<file path="config.mk">
export PLATFORM = sky130hd
export DESIGN_NAME = traceback_reader
export DESIGN_NICKNAME = d
export VERILOG_FILES = /design/src/rtl/traceback_reader_pkg.sv /design/src/rtl/traceback_reader.sv
export SDC_FILE = /design/constraint.sdc
export NUM_CORES = 1
export LEC_CHECK = 0
export CAP_MARGIN = 5
export CORE_ASPECT_RATIO = 0.7
export CORE_UTILIZATION = 41
export CTS_CLUSTER_SIZE = 20
export DETAILED_ROUTE_END_ITERATION = 7
export PLACE_DENSITY = 0.76
export SYNTH_ARGS = -nofsm -noshare
export SYNTH_HDL_FRONTEND = slang
export SYNTH_SLANG_ARGS = --single-unit
</file>
<file path="constraint.sdc">
create_clock -name clk -period 2.79 [get_ports clk]
set_clock_uncertainty 0.05 [all_clocks]
set_input_delay 0.4185 -clock clk [delete_from_list [all_inputs] [get_ports clk]]
set_output_delay 0.4185 -clock clk [all_outputs]
set_load 0.02 [all_outputs]
</file>
<file path="src/rtl/traceback_reader_pkg.sv">
// Shared definitions for the traceback path: packet layout, source encodings, FSM states.
// The source encodings are the same values the matrix-fill processing element writes,
// so the encoder and this decoder cannot drift apart.
package traceback_reader_pkg;

  localparam int SEQ_LENGTH       = 32;
  localparam int SEQ_LENGTH_W     = 5;
  localparam int SOURCE_WIDTH     = 2;
  localparam int DATA_PACKET_SIZE = 1 + SOURCE_WIDTH;
  localparam int ADDR_W           = 2 * SEQ_LENGTH_W;
  localparam int MAX_STEPS        = 2 * SEQ_LENGTH;

  // step_count value whose next accepted op would exceed the path guard
  localparam logic [SEQ_LENGTH_W:0] STEP_LIMIT = (SEQ_LENGTH_W + 1)'(MAX_STEPS - 1);

  localparam logic [SOURCE_WIDTH-1:0] SOURCE_DIAG = 2'd0;
  localparam logic [SOURCE_WIDTH-1:0] SOURCE_TOP  = 2'd1;
  localparam logic [SOURCE_WIDTH-1:0] SOURCE_LEFT = 2'd2;
  localparam logic [SOURCE_WIDTH-1:0] SOURCE_RSVD = 2'd3;

  typedef enum logic [1:0] {
    OP_DIAG = 2'd0,
    OP_TOP  = 2'd1,
    OP_LEFT = 2'd2
  } tb_op_e;

  typedef struct packed {
    logic                    zero_bit;
    logic [SOURCE_WIDTH-1:0] source;
  } data_packet_t;

  typedef enum logic [2:0] {
    ST_IDLE,
    ST_ISSUE,
    ST_WAIT,
    ST_EMIT,
    ST_DRAIN,
    ST_FIN
  } tb_state_e;

  // True when following src from (row, col) would step off the matrix,
  // i.e. the op emitted for this cell is the last one of the walk.
  function automatic logic is_border_step(input logic [SOURCE_WIDTH-1:0] src,
                                          input logic [SEQ_LENGTH_W-1:0] row,
                                          input logic [SEQ_LENGTH_W-1:0] col);
    case (src)
      SOURCE_DIAG: return (row == '0) || (col == '0);
      SOURCE_TOP:  return (row == '0);
      SOURCE_LEFT: return (col == '0);
      default:     return 1'b0;
    endcase
  endfunction

endpackage

</file>
<file path="src/rtl/traceback_reader.sv">
// Walks back from the max-score cell through matrix_memory and emits edit operations.
// Latency: rd_req in the cycle after start is taken; best case one op per 3 cycles at read latency 1.
// Backpressure: op_* held stable while op_valid && !op_ready; one matrix read outstanding at most.
// Ports: clk/rst_n; start/start_row/start_col/abort control; rd_req/rd_addr/rd_valid/rd_data to
// matrix_memory; op_valid/op_ready/op_code/op_row/op_col/op_last to the consumer;
// busy/done/err/step_count status.
module traceback_reader
  import traceback_reader_pkg::*;
(
  input  logic                          clk,
  input  logic                          rst_n,
  input  logic                          start,
  input  logic [SEQ_LENGTH_W-1:0]       start_row,
  input  logic [SEQ_LENGTH_W-1:0]       start_col,
  input  logic                          abort,
  output logic                          rd_req,
  output logic [ADDR_W-1:0]             rd_addr,
  input  logic                          rd_valid,
  input  logic [DATA_PACKET_SIZE-1:0]   rd_data,
  output logic                          op_valid,
  input  logic                          op_ready,
  output logic [1:0]                    op_code,
  output logic [SEQ_LENGTH_W-1:0]       op_row,
  output logic [SEQ_LENGTH_W-1:0]       op_col,
  output logic                          op_last,
  output logic                          busy,
  output logic                          done,
  output logic                          err,
  output logic [SEQ_LENGTH_W:0]         step_count
);

  tb_state_e                  state, state_nxt;
  logic [SEQ_LENGTH_W-1:0]    cur_row, cur_col;
  logic [SEQ_LENGTH_W:0]      step_q;
  logic [1:0]                 op_code_q;
  logic [SEQ_LENGTH_W-1:0]    op_row_q, op_col_q;
  logic                       op_last_q;
  logic                       fin_err;
  data_packet_t               pkt;

  logic rd_take;   // read response consumed by the walk
  logic op_take;   // op accepted by the consumer (abort wins)

  assign pkt     = data_packet_t'(rd_data);
  assign rd_take = (state == ST_WAIT) && rd_valid && !abort;
  assign op_take = (state == ST_EMIT) && op_ready && !abort;

  // State register
  always_ff @(posedge clk or negedge rst_n) begin
    if (!rst_n) state <= ST_IDLE;
    else        state <= state_nxt;
  end

  // Next-state logic
  always_comb begin
    state_nxt = state;
    case (state)
      ST_IDLE:  if (start) state_nxt = ST_ISSUE;
      ST_ISSUE: state_nxt = abort ? ST_IDLE : ST_WAIT;
      ST_WAIT: begin
        if (abort)        state_nxt = ST_DRAIN;
        else if (rd_valid) begin
          if (pkt.zero_bit || pkt.source == SOURCE_RSVD) state_nxt = ST_FIN;
          else                                           state_nxt = ST_EMIT;
        end
      end
      ST_EMIT: begin
        if (abort) state_nxt = ST_IDLE;
        else if (op_ready) begin
          if (op_last_q || step_q == STEP_LIMIT) state_nxt = ST_FIN;
          else                                   state_nxt = ST_ISSUE;
        end
      end
      // The read already in flight must be swallowed before a new walk can issue.
      ST_DRAIN: if (rd_valid) state_nxt = ST_IDLE;
      ST_FIN:   state_nxt = ST_IDLE;
      default:  state_nxt = ST_IDLE;
    endcase
  end

  // Outputs
  always_comb begin
    // An abort in ISSUE suppresses the request so no response can arrive in a later walk.
    rd_req   = (state == ST_ISSUE) && !abort;
    op_valid = (state == ST_EMIT);
    busy     = (state != ST_IDLE);
    done     = (state == ST_FIN) && !fin_err && !abort;
    err      = (state == ST_FIN) &&  fin_err && !abort;
  end

  assign rd_addr    = {cur_row, cur_col};
  assign op_code    = op_code_q;
  assign op_row     = op_row_q;
  assign op_col     = op_col_q;
  assign op_last    = op_last_q;
  assign step_count = step_q;

  // Walk datapath
  always_ff @(posedge clk or negedge rst_n) begin
    if (!rst_n) begin
      cur_row   <= '0;
      cur_col   <= '0;
      step_q    <= '0;
      op_code_q <= '0;
      op_row_q  <= '0;
      op_col_q  <= '0;
      op_last_q <= 1'b0;
      fin_err   <= 1'b0;
    end else begin
      if (state == ST_IDLE && start) begin
        cur_row <= start_row;
        cur_col <= start_col;
        step_q  <= '0;
        fin_err <= 1'b0;
      end
      if (rd_take) begin
        if (pkt.zero_bit) begin
          fin_err <= 1'b0;
        end else if (pkt.source == SOURCE_RSVD) begin
          fin_err <= 1'b1;
        end else begin
          op_code_q <= pkt.source;
          op_row_q  <= cur_row;
          op_col_q  <= cur_col;
          op_last_q <= is_border_step(pkt.source, cur_row, cur_col);
        end
      end
      if (op_take) begin
        step_q <= step_q + 1'b1;
        if (op_code_q != SOURCE_LEFT) cur_row <= cur_row - 1'b1;
        if (op_code_q != SOURCE_TOP)  cur_col <= cur_col - 1'b1;
        if (!op_last_q && step_q == STEP_LIMIT) fin_err <= 1'b1;
      end
    end
  end

endmodule

</file>
==> impl_metrics.ini <==
[critical_path]
worstSetupStartpointType = flip-flop
crit_arrival_ps = 1990
critPathRequiredTime_ps = 2320
cp-end-kind = output port
slowest_delay_ps = 600
slowest_stage = clkdlybuf4s50_1
crit_chain = inv_2 -> or4_1 -> nor2_1 -> clkdlybuf4s50_1
path_delay_family = buffers and inverters
path_buf_inv = 2
critPathKind = flip-flop to output port
cp_max_fo = 8

[global_route]
overflow = 0
grtUsageTotal_pct = 20.6
grt_max_degree = 34
first_global_vias = 1503
antenna_found_initial = 0
grt_pass1_wl_um = 7000

[timing]
min_period_ps = 2460
worst_pin_slew_ps = 622
setup_violations = 0
rsz0062_at_grt = false
tns_ps = 0
post-route-period-util_pct = 88.2
relSlewSlack_pct = 58.4
max_freq_mhz = 406
slew_violations = 0
hold_viol = 0

[yosys]
ys_ff_latch = 33
synth_edf_count = 0
synth_area_per_cell_um2 = 10.3
async_flop_share_pct = 100
ys_seq_area_share_pct = 46.4
synth.most_common_cell = dfrtp_1
yosysTopAreaCellShare_pct = 46.4
yosys-top-cells-area = dfrtp_1 (46%), mux2_2 (5.1%), nor3_1 (2.8%)
yosys_warnings = 0
synth_cell_type_count = 42
synth_common_cells = dfrtp_1 (33), nor2_1 (13), nand2_1 (11), nor3_1 (10), o21ai_0 (10)
yosysTopAreaCell = dfrtp_1
synth_ff_type = dfrtp_1
syn_nets = 194
netlist_area_um2 = 1780
syn_inst = 172

[clocking]
root_buffer = clkbuf_8
cts-htree-levels = 2
cts_tree = built
clk_pin_slew_ps = 70
clock-sinks = 33
post_cts.repair.setup_buffers = 0
cts_made_buffers = 5
cts_hold_buffers = 0
clock_path_buffers = 2
ctsResizeCount = 0
clkLatencyLatePin_ps = 290

[finish]
nFillCells = 372
drive_gt1_share_pct = 13.4
diodes = 0
area_delta_synth_final_pct = 38.9
final_cell_count_no_fill = 283
utilization_pct = 61.1
layout.nets = 252

[routing]
drtIter0Drc = 128
ant_nets = 0
drt-pass1-iter-count = 4
drt-total-wl_um = 4220
wire_per_inst_um = 14.9
route.vias.total = 1529
route.detailed.drc = 0
vias_per_cell = 5.40

[placement]
detailed_place_hpwl_um = 2960
portBuffers = 52
gp_congestion = 0.757
dpl.cell_count = 275

[power]
pwr-share-comb_pct = 50.4
p_switching_uw = 980
seqPwrFrac_pct = 32.9
ir_drop_mv = 0.516
swShare_pct = 40.3
p_int_mw = 1.45
power_density_nw_per_um2 = 984
leakage_nw = 1.02
clockPowerShare_pct = 16.7

[worst_hold_path]
hp-class = flip-flop to flip-flop

[floorplan]
coreArea_um2 = 4040
fp.dieArea_um2 = 4610
die_w_um = 80.7
start_util_pct = 44.0
io_pins = 53
fp-row-count = 19
die-height_um = 57.1

[status]
outcome = finished, final reports clean

[job]
drv_cap = 0
## flip-flops by register name, indices dropped and copies added, names as in the netlist
| signal | flops |
|---|---|
| step_count | 6 |
| op_code | 2 |
| op_col | 5 |
| op_row | 5 |
| cur_col | 5 |
| cur_row | 5 |
| op_last | 1 |
| fin_err | 1 |
| state | 3 |
## layer usage
layer | up-vias | share of wire, % | global-route usage [%]
met5 | - | 0 | 0
met4 | 0 | 0.92 | 8.42
met3 | 4 | 5.8 | 5.12
met2 | 45 | 42 | 29.1
met1 | 733 | 51 | 30.3
li1 | 747 | - | -
## worst reg2reg max path, delay by kind of cell (launching register included)
kind	cells	cell delay (ps)
buffers and inverters	2	470
and+or+nand+nor	2	650
AOI/OAI and AO/OA	2	280
DFF	1	380
## area by class of cell
type	instances	area (um2)	share of cell area [%]
repair buffers	58	566	22.9
clock inverters	1	5.00	0.203
clock buffers	7	96.3	3.90
inverters	9	33.8	1.37
flip-flops and latches	33	826	33.4
well taps	52	65.1	2.63
multi-input cells	123	880	35.6
## logic make-up (layout without fill, tap and decap cells)
group	Yosys count	count (layout)	share of synthesized area [%]
xor+xnor	6	6	2.95
compound gates	37	37	13.7
simple gates	69	69	25.6
fa+ha+maj	3	3	2.11
mux	8	8	5.06
buf+inv	16	75	4.15
flops	33	33	46.4
## cells in the final DEF, fill, tap and decap left out, types with 2 or more instances in the layout
master / netlist / final
nor4_1: 5 / 5
a31oi_1: 2 / 2
nor2b_1: 2 / 2
mux2_2: 8 / 8
a211oi_1: 6 / 6
nor3b_1: 2 / 2
xnor2_1: 5 / 5
inv_1: 8 / 8
nor2_1: 13 / 13
clkbuf_8: 0 / 7
clkdlybuf4s50_1: 0 / 52
dfrtp_1: 33 / 33
o21ai_0: 10 / 10
nor4b_4: 2 / 2
a22oi_1: 2 / 2
and3_1: 4 / 4
nand3_1: 7 / 7
nand2_1: 11 / 11
nor3_4: 2 / 2
nor3_1: 10 / 10
o31ai_1: 4 / 4
buf_4: 0 / 6
ha_1: 3 / 3
a21oi_1: 8 / 8
## stage by stage
step | setup slack, ps | instance area [um2] | power, mW | hold WS (ps)
after global routing | 227 | 2470 | 2.59 | 468
after floorplan | 859 | 1780 | 1.52 | 72.9
after detailed placement | 333 | 2370 | 2.04 | 426
final | 329 | 2470 | 2.43 | 439
after CTS | 299 | 2470 | 2.45 | 442
after global placement | 351 | 2370 | 2.01 | 417
## power groups by stage
stage               clock [mW]  sequential, mW  combinational (mW)
floorplan                    0           0.972               0.543
global placement             0           0.804                1.20
detailed placement           0           0.808                1.23
finish                   0.406           0.799                1.23
CTS                      0.416           0.801                1.23
global route             0.436           0.823                1.33
## worst paths after layout
kind,depth (start not counted),endpoint,start,slack (ps)
setup / recovery,4,err,state[0]$_DFFE_PN0P_,330
hold / removal,2,op_col[0]$_DFFE_PN0P_,op_col[0]$_DFFE_PN0P_,440
setup reg to reg,6,cur_row[1]$_DFF_PN0_,state[0]$_DFFE_PN0P_,840
hold reg to reg,2,op_col[0]$_DFFE_PN0P_,op_col[0]$_DFFE_PN0P_,440
max in group asynchronous,2,step_count[0]$_DFFE_PN0P_,rst_n,1900
min in group asynchronous,2,op_col[3]$_DFFE_PN0P_,rst_n,480
Note: power is estimated with default switching activity, not from simulation.
